**src/rtl/sccpu_trace_pkg.sv**
```systemverilog
// Shared definitions for the single-cycle CPU trace transmitter: record
// framing constants, flag bit positions, serializer states and the
// check-byte helper.
package sccpu_trace_pkg;

    localparam logic [7:0] TRACE_SYNC   = 8'hA5;
    localparam int         TRACE_BYTES  = 16;
    // Stored record = bytes 1..15 of the frame (seq, flags, PC, inst, value, check).
    localparam int         TRACE_REC_W  = 120;
    localparam int         TRACE_BODY_W = TRACE_REC_W - 8;

    localparam logic [3:0] TRACE_LAST_IDX = 4'(TRACE_BYTES - 1);

    // Bit positions inside the flags byte; bits 4:0 carry the destination register.
    localparam int FLAG_DWMEM  = 7;
    localparam int FLAG_DM2REG = 6;
    localparam int FLAG_DWREG  = 5;
    localparam int FLAG_RD_MSB = 4;

    typedef enum logic {
        ST_IDLE = 1'b0,
        ST_SEND = 1'b1
    } tx_state_t;

    // XOR of every byte of the record body (frame bytes 1..14).
    function automatic logic [7:0] xor_bytes(input logic [TRACE_BODY_W-1:0] body);
        logic [7:0] acc;
        acc = 8'h00;
        for (int i = 0; i < TRACE_BODY_W / 8; i++) begin
            acc = acc ^ body[8*i +: 8];
        end
        return acc;
    endfunction

endpackage

```
**src/rtl/sccpu_trace_tx_if.sv**
```systemverilog
// Byte-wide valid/ready stream from the trace transmitter to the host.
// The transmitter is the master; the host side is the slave.
interface sccpu_trace_tx_if;
    logic [7:0] tx_data;
    logic       tx_valid;
    logic       tx_ready;

    modport master (
        output tx_data,
        output tx_valid,
        input  tx_ready
    );

    modport slave (
        input  tx_data,
        input  tx_valid,
        output tx_ready
    );
endinterface

```
**src/rtl/sccpu_trace_fifo.sv**
```systemverilog
// Record FIFO for the trace transmitter. Pointers carry one extra wrap bit
// so that full and empty can be told apart. A push while full is accepted
// only when a pop happens in the same cycle.
module sccpu_trace_fifo
    import sccpu_trace_pkg::*;
#(
    parameter int DEPTH = 8
)
(
    input  logic                   clock,
    input  logic                   reset,
    input  logic                   push,
    input  logic [TRACE_REC_W-1:0] push_data,
    input  logic                   pop,
    output logic [TRACE_REC_W-1:0] pop_data,
    output logic                   full,
    output logic                   empty
);

    localparam int AW = $clog2(DEPTH);

    logic [TRACE_REC_W-1:0] mem [DEPTH];
    logic [AW:0]            wr_ptr;
    logic [AW:0]            rd_ptr;
    logic                   do_push;
    logic                   do_pop;

    assign empty    = (wr_ptr == rd_ptr);
    assign full     = (wr_ptr[AW] != rd_ptr[AW]) && (wr_ptr[AW-1:0] == rd_ptr[AW-1:0]);
    assign pop_data = mem[rd_ptr[AW-1:0]];
    assign do_pop   = pop && !empty;
    assign do_push  = push && (!full || do_pop);

    // Storage write; contents need no reset because empty gates every read.
    always_ff @(posedge clock) begin
        if (do_push) begin
            mem[wr_ptr[AW-1:0]] <= push_data;
        end
    end

    // Read and write pointer advance.
    always_ff @(posedge clock or negedge reset) begin
        if (!reset) begin
            wr_ptr <= '0;
            rd_ptr <= '0;
        end else begin
            if (do_push) begin
                wr_ptr <= wr_ptr + 1'b1;
            end
            if (do_pop) begin
                rd_ptr <= rd_ptr + 1'b1;
            end
        end
    end

endmodule

```
**src/rtl/sccpu_trace_tx.sv**
```systemverilog
// Trace transmitter for the single-cycle CPU. Every cycle with trace_en
// high turns the CPU debug outputs into a 16-byte record, queues it and
// streams it to the host one byte at a time over a valid/ready link.
// Build option SCCPU_TRACE_CHECKSUM_EN: when defined, byte 15 is the XOR
// of bytes 1..14; otherwise byte 15 is 0x00 and the XOR logic is absent.
module sccpu_trace_tx
    import sccpu_trace_pkg::*;
#(
    parameter int DEPTH = 8
)
(
    input  logic                    clock,
    input  logic                    reset,
    input  logic                    trace_en,
    input  logic [31:0]             address,
    input  logic [31:0]             dinst,
    input  logic [4:0]              drd,
    input  logic                    dwreg,
    input  logic                    dm2reg,
    input  logic                    dwmem,
    input  logic [31:0]             eresult,
    input  logic [31:0]             mresult,
    input  logic [31:0]             wdata,
    sccpu_trace_tx_if.master        tx,
    output logic                    overflow,
    output logic [7:0]              drop_cnt,
    output logic                    busy
);

    logic [7:0]              seq;
    logic [31:0]             value;
    logic [7:0]              flags;
    logic [TRACE_BODY_W-1:0] body;
    logic [7:0]              check;
    logic [TRACE_REC_W-1:0]  rec_in;
    logic [TRACE_REC_W-1:0]  rec_out;
    logic                    fifo_full;
    logic                    fifo_empty;
    logic                    push;
    logic                    pop;
    logic                    accept;
    logic                    last;

    tx_state_t               state;
    logic [TRACE_REC_W-1:0]  shreg;
    logic [3:0]              idx;

    // Assemble the record for the current cycle from the CPU debug outputs.
    always_comb begin
        value = dwmem ? wdata : (dm2reg ? mresult : eresult);
        flags = 8'h00;
        flags[FLAG_DWMEM]       = dwmem;
        flags[FLAG_DM2REG]      = dm2reg;
        flags[FLAG_DWREG]       = dwreg;
        flags[FLAG_RD_MSB:0]    = drd;
        body  = {seq, flags, address, dinst, value};
`ifdef SCCPU_TRACE_CHECKSUM_EN
        check = xor_bytes(body);
`else
        check = 8'h00;
`endif
        rec_in = {body, check};
    end

    assign accept = (state == ST_SEND) && tx.tx_ready;
    assign last   = accept && (idx == TRACE_LAST_IDX);
    assign pop    = !fifo_empty && ((state == ST_IDLE) || last);
    assign push   = trace_en && (!fifo_full || pop);
    assign busy   = !fifo_empty || (state == ST_SEND);

    sccpu_trace_fifo #(
        .DEPTH (DEPTH)
    ) u_fifo (
        .clock     (clock),
        .reset     (reset),
        .push      (push),
        .push_data (rec_in),
        .pop       (pop),
        .pop_data  (rec_out),
        .full      (fifo_full),
        .empty     (fifo_empty)
    );

    // Sequence numbering of every attempt and bookkeeping of dropped records.
    always_ff @(posedge clock or negedge reset) begin
        if (!reset) begin
            seq      <= 8'h00;
            overflow <= 1'b0;
            drop_cnt <= 8'h00;
        end else if (trace_en) begin
            seq <= seq + 8'd1;
            if (!push) begin
                overflow <= 1'b1;
                if (drop_cnt != 8'hFF) begin
                    drop_cnt <= drop_cnt + 8'd1;
                end
            end
        end
    end

    // Serializer: load a record, emit sync byte then the stored bytes MSB first,
    // reloading straight from the FIFO after the last byte so records abut.
    always_ff @(posedge clock or negedge reset) begin
        if (!reset) begin
            state       <= ST_IDLE;
            shreg       <= '0;
            idx         <= 4'd0;
            tx.tx_valid <= 1'b0;
            tx.tx_data  <= 8'h00;
        end else begin
            case (state)
                ST_IDLE: begin
                    if (!fifo_empty) begin
                        state       <= ST_SEND;
                        shreg       <= rec_out;
                        idx         <= 4'd0;
                        tx.tx_valid <= 1'b1;
                        tx.tx_data  <= TRACE_SYNC;
                    end
                end
                ST_SEND: begin
                    if (accept) begin
                        if (idx == TRACE_LAST_IDX) begin
                            if (!fifo_empty) begin
                                shreg       <= rec_out;
                                idx         <= 4'd0;
                                tx.tx_valid <= 1'b1;
                                tx.tx_data  <= TRACE_SYNC;
                            end else begin
                                state       <= ST_IDLE;
                                shreg       <= '0;
                                idx         <= 4'd0;
                                tx.tx_valid <= 1'b0;
                                tx.tx_data  <= 8'h00;
                            end
                        end else begin
                            shreg      <= {shreg[TRACE_REC_W-9:0], 8'h00};
                            idx        <= idx + 4'd1;
                            tx.tx_data <= shreg[TRACE_REC_W-1 -: 8];
                        end
                    end
                end
                default: begin
                    state       <= ST_IDLE;
                    tx.tx_valid <= 1'b0;
                end
            endcase
        end
    end

endmodule

```
**src/flat_wrapper.sv**
```systemverilog
// flat-port wrapper written by rule: the top's interface ports become plain ports
module sccpu_trace_tx_flat import sccpu_trace_pkg::*;
#(
    parameter int DEPTH = 8
)
  (clock, reset, trace_en, address, dinst, drd, dwreg, dm2reg, dwmem, eresult, mresult, wdata, overflow, drop_cnt, busy, tx_tx_data, tx_tx_valid, tx_tx_ready);
  sccpu_trace_tx_if tx_i ();
  input  logic clock;
  input  logic reset;
  input  logic trace_en;
  input  logic [31:0] address;
  input  logic [31:0] dinst;
  input  logic [4:0] drd;
  input  logic dwreg;
  input  logic dm2reg;
  input  logic dwmem;
  input  logic [31:0] eresult;
  input  logic [31:0] mresult;
  input  logic [31:0] wdata;
  output logic overflow;
  output logic [7:0] drop_cnt;
  output logic busy;
  output wire logic [$bits(tx_i.tx_data)-1:0] tx_tx_data;
  output wire logic [$bits(tx_i.tx_valid)-1:0] tx_tx_valid;
  input wire logic [$bits(tx_i.tx_ready)-1:0] tx_tx_ready;
  assign tx_tx_data = tx_i.tx_data;
  assign tx_tx_valid = tx_i.tx_valid;
  assign tx_i.tx_ready = tx_tx_ready;
  sccpu_trace_tx #(.DEPTH(DEPTH)) u_core (.clock(clock), .reset(reset), .trace_en(trace_en), .address(address), .dinst(dinst), .drd(drd), .dwreg(dwreg), .dm2reg(dm2reg), .dwmem(dwmem), .eresult(eresult), .mresult(mresult), .wdata(wdata), .tx(tx_i), .overflow(overflow), .drop_cnt(drop_cnt), .busy(busy));
endmodule
```
**config.mk**
```make
export PLATFORM = sky130hd
export DESIGN_NAME = sccpu_trace_tx_flat
export DESIGN_NICKNAME = d
export VERILOG_FILES = /design/src/rtl/sccpu_trace_pkg.sv /design/src/rtl/sccpu_trace_tx_if.sv /design/src/rtl/sccpu_trace_fifo.sv /design/src/rtl/sccpu_trace_tx.sv /design/src/flat_wrapper.sv
export SDC_FILE = /design/constraint.sdc
export NUM_CORES = 1
export LEC_CHECK = 0
export ABC_AREA = 1
export CAP_MARGIN = 10
export CORE_MARGIN = 10
export CORE_UTILIZATION = 45
export CTS_CLUSTER_SIZE = 14
export DETAILED_ROUTE_END_ITERATION = 12
export GPL_ROUTABILITY_DRIVEN = 1
export SYNTH_ARGS = -nofsm -noshare
export SYNTH_HDL_FRONTEND = slang
export SYNTH_SLANG_ARGS = --single-unit
```
**constraint.sdc**
```tcl
create_clock -name clock -period 15.94 [get_ports clock]
set_input_delay 3.188 -clock clock [delete_from_list [all_inputs] [get_ports clock]]
set_output_delay 3.188 -clock clock [all_outputs]
set_load 0.03 [all_outputs]
```
# Word level (Yosys, flattened, before mapping)
# Memory sizes are Yosys's and may differ from the RTL's.
# Index checks and enable logic that the tools add are counted.
# totals
register_bits	159
ram_bits	896
inputBits	172
mem_count	1
# op_classes
add_sub_neg	5
eq_ne	8
n_mux	26
bitwise_logic	2
n_reduce_logical	17
# memory_table
name	depth	word_bits	rd	rd_clocked_by_memory_dff	write_ports	line	text
u_core.u_fifo.mem	8	112	1	0	1	sccpu_trace_fifo.sv:22	logic [TRACE_REC_W-1:0] mem [DEPTH];
# op_table
op	n
120-bit 2-to-1 mux	4
120-bit case mux with 2 select lines	1
32-bit 2-to-1 mux	2
8-bit 2-to-1 mux	4
8-bit by 1-bit adder with 8-bit output, second input constant	2
8-bit case mux with 2 select lines	1
4-bit by 1-bit adder with 4-bit output, second input constant	3
4-bit 2-to-1 mux	3
1-bit 2-to-1 mux	8
8-bit inequality test, second input constant	1
4-bit case mux with 2 select lines	1
1-bit logical AND	7
3-bit AND reduction	2
4-bit == test	1
4-bit == test, second input constant	1
1-bit logical OR	4
2-bit inequality test, second input constant	2
1-bit case mux with 2 select lines	2
2-bit AND reduction	2
3-bit == test	1
1-bit logical NOT	2
2-bit by 1-bit inequality test with 1-bit output, second input constant	1
1-bit inverter	2
1-bit inequality test	1

# Depth between registers and ports, before layout
# Gate-level depths: netlist (run 1).
# depth
ltp_word	9
mapped_depth	12

# Modules after synthesis
# From an unflattened synthesis (run 1), not the netlist that was laid out.
# hier_totals
hier_cells	3693
hier_area_um2	44860.5
# by_module_without_submodules
mod	n_inst	cells_per_inst	area_each_um2
sccpu_trace_fifo	1	2789	37393.4
sccpu_trace_tx	1	904	7467.2

# Worst setup path before layout (run 1)
# No wires, ideal clock.
# synth_timing
path_type	input to register
start	input trace_en
end	memory u_core.u_fifo.mem[0][0] in the netlist's numbering (enable)
setup_time_ps	584
arrival_ps	8536
t_required_ps	15356
path_slack_ps	6820
cell_stages	5
n_path_buf	1
cell_sequence	clkbuf_1 > inv_1 > nor2_2 > nand2_1 > nor2_1
# synth_via
elab_chain_cells	4
# synth_lines
element	line	text
start: declaration	flat_wrapper.sv:10	input logic trace_en;
1-bit logical AND	sccpu_trace_tx.sv:68	assign push = trace_en && (!fifo_full || pop);
1-bit logical AND	sccpu_trace_fifo.sv:32	assign do_push = push && (!full || do_pop);
1-bit 2-to-1 mux	sccpu_trace_fifo.sv:36	if (do_push) begin
1-bit 2-to-1 mux (not written as such)	sccpu_trace_fifo.sv:37	mem[wr_ptr[AW-1:0]] <= push_data;
end: declaration	sccpu_trace_fifo.sv:22	
# No other way between the ends.

# Worst setup path in the final report (run 1)
# layout_timing
start	input tx_tx_ready
end	memory u_core.u_fifo.mem[1][14] in the netlist's numbering (enable)
# layout_via
elab_chain_cells	9
# layout_lines
element	line	text
start: declaration	flat_wrapper.sv:25	input wire logic [$bits(tx_i.tx_ready)-1:0] tx_tx_ready;
1-bit logical AND *	sccpu_trace_tx.sv:65	assign accept = (state == ST_SEND) && tx.tx_ready;
1-bit logical AND *	sccpu_trace_tx.sv:66	assign last = accept && (idx == TRACE_LAST_IDX);
1-bit logical OR *	sccpu_trace_tx.sv:67	assign pop = !fifo_empty && ((state == ST_IDLE) || last);
1-bit logical AND *	sccpu_trace_tx.sv:67	
1-bit logical OR or 1-bit logical AND (tied branches)	sccpu_trace_tx.sv:68, sccpu_trace_fifo.sv:31	
1-bit logical AND or 1-bit logical OR (tied branches)	sccpu_trace_tx.sv:68, sccpu_trace_fifo.sv:32	
1-bit logical AND *	sccpu_trace_fifo.sv:32	
1-bit 2-to-1 mux *	sccpu_trace_fifo.sv:36	
1-bit 2-to-1 mux (not written as such) *	sccpu_trace_fifo.sv:37	
# Mark *: on every way between the ends. The rest lies on a longest branch, timed or not.

==> results of run 1 <==
-- cell usage after synthesis --
master    instances
xnor2_1           5
nand2_2           2
nand3_1         181
nand3b_1          2
buf_4            16
nand4_1          90
buf_6             4
o22ai_1         177
inv_1           180
nor2_4            1
clkbuf_1        156
nand2_4           3
nand2_1         902
nand3_4           1
mux2i_1           1
nor3_1            2
buf_1             6
edfxtp_1        896
a21o_1            1
dfrtp_1         151
inv_4             1
nor2_1          480
xor2_1           13
nand3_2           1
o21ai_0         372
ha_1              5
buf_2            69
inv_2             8
a21oi_1          87
o21ai_1           4
nor2_2            3
-- metrics by stage --
stage / cells / hold slack [ps]
2_1_floorplan: 3820 / 449
3_3_place_gp: 5069 / 466
3_5_place_dp: 5069 / 467
4_1_cts: 5272 / 487
5_1_grt: 5272 / 509
6_report: 5272 / 484
-- worst reg2reg max path: stages, from the launching register on --
cell	delay, ps
dfrtp_1	390
ha_1	180
nand2_1	70
nor2_1	150
inv_2	320
nand2_4	560
nand2_1	140
inv_2	150
nor2_2	160
nor2_2	230
nand2_1	230
nor2_4	850
buf_4	700
buf_4	750
-- state kept, by name (all words and copies together), names as in the netlist --
register and cells:
u_core.drop_cnt 8, u_core.idx 4, u_core.overflow 1, u_core.seq 8, u_core.shreg 112, u_core.state 1, u_core.tx.tx_data 8, u_core.tx.tx_valid 1
u_core.u_fifo.mem 896, u_core.u_fifo.rd_ptr 4, u_core.u_fifo.wr_ptr 4
-- power groups by stage --
stage               Combinational [mW]  Clock (mW)  Sequential, mW
detailed placement                2.33           0            3.72
floorplan                         1.62           0            3.69
global route                      2.61        2.60            3.71
global placement                  2.31           0            3.71
finish                            2.32        2.45            3.67
CTS                               2.34        2.49            3.67
-- path summary, 6_finish.rpt --
check,endpoint,slack [ps],startpoint
hold / removal,u_core.shreg[11],480,u_core.shreg[11]
setup / recovery,u_core.u_fifo.mem[1][14],9120,tx_tx_ready
max in group asynchronous,u_core.u_fifo.rd_ptr[2],11790,reset
min in group asynchronous,u_core.shreg[31],2610,reset
hold reg to reg,u_core.shreg[11],480,u_core.shreg[11]
setup reg to reg,u_core.u_fifo.mem[1][14],10620,u_core.idx[0]
-- cells by family after synthesis --
kind of cell | Yosys count
AO/OA/AOI/OAI | 641
multiplexers | 1
buffers and inverters | 440
adder cells (fa/ha/maj) | 5
AND/OR/NAND/NOR | 1668
XOR/XNOR | 18
flip-flops | 1047
-- per-layer routing --
| metal | vias up | routed length, um |
|---|---|---|
| met5 | - | 15 |
| met4 | 2 | 2390 |
| met3 | 157 | 5560 |
| met2 | 757 | 51700 |
| met1 | 14000 | 47800 |
| li1 | 13500 | - |
-- final cells by class --
| type | instances | area, sq um | share of cell area [%] |
|---|---|---|---|
| clock inverters | 57 | 487 | 0.989 |
| well taps | 1265 | 1580 | 3.22 |
| repair buffers | 235 | 2230 | 4.52 |
| multi-input cells | 2333 | 10500 | 21.4 |
| flip-flops and latches | 1047 | 30700 | 62.4 |
| inverters | 189 | 727 | 1.48 |
| clock buffers | 146 | 2970 | 6.03 |
==> flow_summary.json, run 1 <==
{
  "initial_core_util_pct": 45.3,
  "grt_pass1_wl_mm": 167,
  "maxCapViolCount": 0,
  "status": "finished clean",
  "clkPwrFrac_pct": 29.0,
  "met2_usage_pct": 32.3,
  "post-route-period-util_pct": 42.8,
  "areaGrowthSynthToFinish_pct": 14.5,
  "use_met1_pct": 26.8,
  "num-fill-cells": 8269,
  "row_count": 113,
  "hold_depth": 2,
  "synthSimpleGateAreaFrac_pct": 15.8,
  "ir_worst_vdd_uv": 129,
  "dr.pass1.iters": 5,
  "synthTopCellsByArea": "edfxtp_1 (63%), dfrtp_1 (8.8%), nand2_1 (7.9%)",
  "cts-resized-gates": 0,
  "path_depth": 12,
  "setup.worst_path.start_class": "input port",
  "antenna_found_initial": 1,
  "comb_power_share_pct": 27.5,
  "synthAdderAreaFrac_pct": 0.146,
  "cts_setup_buffers": 0,
  "synth_fp_nets": 3997,
  "finalSetupViolCount": 0,
  "die_area_sq_um": 108000,
  "drtIter0Drc": 2275,
  "rsz0062_at_grt": "no",
  "clkSlewWorstSetupHoldPaths_ps": 60,
  "fin_crit_ps": 6820,
  "switchingPower_mw": 2.90,
  "hpwlAfterDp_mm": 57.6,
  "clock_skew_ps": 36.0,
  "cellPowerDensity_nw_per_um2": 171,
  "cts_hold_buf": 0,
  "synth_cells": 3820,
  "path_max_fanout": 45,
  "nets": 4090,
  "slowest_stage": "nor2_4",
  "synth_area_per_cell_sq_um": 11.2,
  "netlist.area_leader.share_pct": 62.6,
  "mostFrequentLayoutCell": "nand2_1",
  "met3_usage_pct": 2.72,
  "root_buffer": "clkbuf_16",
  "min_path_type": "flip-flop to flip-flop",
  "setup_slack_ps": 9120,
  "synth_top_cell_by_area": "edfxtp_1",
  "grt_max_degree": 128,
  "grt_pass1_vias": 28000,
  "synth_top_family_by_area": "simple AND/OR/NAND/NOR gates",
  "yosysWarnings": 0,
  "ff2ff_path_depth": 13,
  "diodes": 0,
  "yosysSeqAreaShare_pct": 71.4,
  "remaining_drc_errors": 0,
  "wl_mm": 107,
  "grt_overflow": 0,
  "switching_share_pct": 34.4,
  "cp-end-kind": "flip-flop",
  "worstPathRequired_ps": 16230,
  "busiest_layer": "met2",
  "synth_mux_area_share_pct": 0.0233,
  "synthXorXnorAreaFrac_pct": 0.367,
  "cts.sink_count": 1047,
  "wl_per_cell_um": 20.4,
  "cts_buffer_depth": 3,
  "dieWidth_um": 329,
  "drv_slew": 0,
  "ys_ff_latch": 1047,
  "layout-drive-gt1-share_pct": 6.19,
  "clock_latency_ps": 700,
  "numCtsBuffers": 107,
  "vias": 28400,
  "p_seq_share_pct": 43.5,
  "arrival_ps": 7120,
  "syn-cell-area_sq_um": 43000,
  "worst_slew_pin_slew_ps": 1170,
  "final_cell_mix": "nand2_1 (902), edfxtp_1 (896), nor2_1 (472)",
  "synth_cell_types": 31,
  "die_y_um": 329,
  "crit_chain": "buf_2 > buf_4 > inv_1 > nand2_1 > nand2_1 > inv_2 > nor2_2 > nor2_2 > nand2_1 > nor2_4 > buf_4 > buf_4",
  "p_int_mw": 5.53,
  "max_freq_mhz": 147,
  "critPathTopFamily": "buffers and inverters",
  "fin_util_pct": 51.9,
  "place_ws_ps": 8380,
  "cts_tree": "built",
  "finalSetupTns_ps": 0,
  "placed_area_sq_um": 45700,
  "place.port_buffers": 190,
  "h-tree-depth": 3,
  "core_area_sq_um": 94900,
  "final_antenna_net_count": 0,
  "slew_headroom_pct": 21.9,
  "synth-compound-area-share_pct": 7.99,
  "slowest_delay_ps": 850,
  "crit_type": "input port to flip-flop",
  "via_per_inst": 5.38,
  "critPathBufInv": 6,
  "pin_count": 191,
  "total_power_mw": 8.43,
  "hold_viol": 0,
  "p_leak_nw": 18.4,
  "gp_congestion": 0.749,
  "finalInstanceArea_sq_um": 49200,
  "track_usage_pct": 19.6
}
(Power assumes the default switching activity.)
==> run 2: changes to the inputs <==
- clock period: 15.94 -> 6.85 ns (I/O delays scaled with it)
==> run 2 against run 1 <==
Net effect:
- sequential power up 130%
- routed wire length is 0.60% higher
- via count rose by 0.48%
- clock power is 140% higher
- register-to-register slack worse by 8300 ps
- core utilization increased by 0.34 points
- final cell count hardly changed
- total power grew 140%
- global-route usage grew 0.11 points
- clock skew is 9.5 ps lower
- critical path type is now flip-flop to primary output
- flip-flop and latch count unchanged
- critical path depth decreased by 6
==> flow_summary.json, run 2 (same netlist as run 1, synthesis figures left out) <==
{
  "areaGrowthSynthToFinish_pct": 15.3,
  "root_buffer": "clkbuf_16",
  "min_path_type": "flip-flop to flip-flop",
  "core_area_sq_um": 94900,
  "fin_crit_ps": 4880,
  "setup.worst_path.start_class": "flip-flop",
  "num-fill-cells": 8134,
  "hold_viol": 0,
  "multiInputGateArea_sq_um": 10500,
  "rsz0062_at_grt": "no",
  "place_ws_ps": 1990,
  "reg2reg_slack_ps": 2340,
  "clkSlewWorstSetupHoldPaths_ps": 60,
  "crit_start": "u_core.u_fifo.rd_ptr[0]",
  "wl_mm": 108,
  "drv_slew": 0,
  "hpwlAfterDp_mm": 57.2,
  "pin_count": 191,
  "gp_congestion": 0.759,
  "die_area_sq_um": 108000,
  "post-route-period-util_pct": 71.2,
  "crit_type": "flip-flop to primary output",
  "cts.sink_count": 1047,
  "p_leak_nw": 18.5,
  "maxCapViolCount": 0,
  "r2r_end": "u_core.u_fifo.mem[4][57]",
  "largest_reg_flops": 896,
  "via_per_inst": 5.40,
  "setup.worst_path.end": "busy",
  "status": "finished clean",
  "numCtsBuffers": 106,
  "regArea_sq_um": 30700,
  "initial_core_util_pct": 45.3,
  "fin_util_pct": 52.2,
  "cts_buffer_depth": 3,
  "final_cell_mix": "nand2_1 (902), edfxtp_1 (896), nor2_1 (472)",
  "cts_tree": "built",
  "placed_area_sq_um": 45900,
  "dr.pass1.iters": 8,
  "fin_cells": 5273,
  "wl_per_cell_um": 20.5,
  "final_antenna_net_count": 0,
  "dp_cells": 5071,
  "max_freq_mhz": 205,
  "dieWidth_um": 329,
  "mostFrequentLayoutCell": "nand2_1",
  "grt_max_degree": 216,
  "clock_skew_ps": 26.5,
  "slew_headroom_pct": 26.0,
  "antenna_found_initial": 3,
  "place.port_buffers": 190,
  "vias": 28500,
  "cts-resized-gates": 0,
  "rr_startpoint": "u_core.u_fifo.rd_ptr[0]",
  "row_count": 113,
  "cellPowerDensity_nw_per_um2": 402,
  "clock_latency_ps": 690,
  "setup_slack_ps": 1970,
  "cp-end-kind": "primary output",
  "cts_hold_buf": 0,
  "drtIter0Drc": 2804,
  "holdWs_ps": 465,
  "finalSetupViolCount": 0,
  "ir_worst_vdd_uv": 505,
  "ff2ff_path_depth": 10,
  "h-tree-depth": 3,
  "remaining_drc_errors": 0,
  "finalInstanceArea_sq_um": 49500,
  "die_y_um": 329,
  "arrival_ps": 3510,
  "grt_pass1_vias": 27700,
  "cts_setup_buffers": 0,
  "grt_overflow": 0,
  "layout-drive-gt1-share_pct": 5.96,
  "nets": 4091,
  "worstPathRequired_ps": 5480,
  "track_usage_pct": 19.7,
  "grt_pass1_wl_mm": 167,
  "path_max_fanout": 162,
  "worst_slew_pin_slew_ps": 1110
}
-- run 2: cell count changes in the layout (fill, tap and decap cells not counted), sizes merged --
cell      before  now
bufinv         6   15
clkbuf       146  140
clkinvlp       6    3
inv          192  189
buf           49   51
clkinv        42   43
diode          0    1
-- run 2: critical path, stage by stage, from the launching register on --
cell,delay (ps)
dfrtp_4,760
inv_8,820
nand2_1,150
nand2_2,130
nor2_4,50
nand3_2,170
clkdlybuf4s50_1,720
-- run 2: per-stage QoR --
step	setup TNS [ps]	power, mW
6_report	0	19.9
5_1_grt	0	21.1
4_1_cts	0	20.1
3_5_place_dp	0	14.1
3_3_place_gp	0	14.0
2_1_floorplan	-202430	12.3
-- run 2: where the power goes --
part / switching, mW / internal, mW
logic: 3.76 / 1.58
registers: 0.542 / 8.05
clock network: 2.45 / 3.54
total: 6.76 / 13.2
-- run 2: worst min path at each step --
| stage | startpoint | end | cells past startpoint | slack, ps |
|---|---|---|---|---|
| finish | u_core.overflow | u_core.overflow | 1 | 470 |
| global route | u_core.overflow | u_core.overflow | 1 | 490 |
| CTS | u_core.overflow | u_core.overflow | 1 | 470 |
| detailed placement | u_core.overflow | u_core.overflow | 1 | 450 |
| global placement | u_core.overflow | u_core.overflow | 1 | 450 |
| floorplan | u_core.shreg[10] | u_core.shreg[10] | 2 | 450 |
-- run 2: area by class of cell --
type                       count  area share [%]
clock inverter                61            1.56
tap                         1265            3.20
inverter                     189            1.47
sequential                  1047            62.0
antenna                        1         0.00505
timing repair buffer         237            4.73
clock buffer                 140            5.82
multi-input combinational   2333            21.2
-- run 2: routing by layer --
layer	up-vias	GRT usage, %	part of all wire (%)
met3	129	2.69	5.6
met5	-	0	0.026
met4	4	5.29	1.8
li1	13500	-	-
met1	14100	27.2	44
met2	784	32.6	49
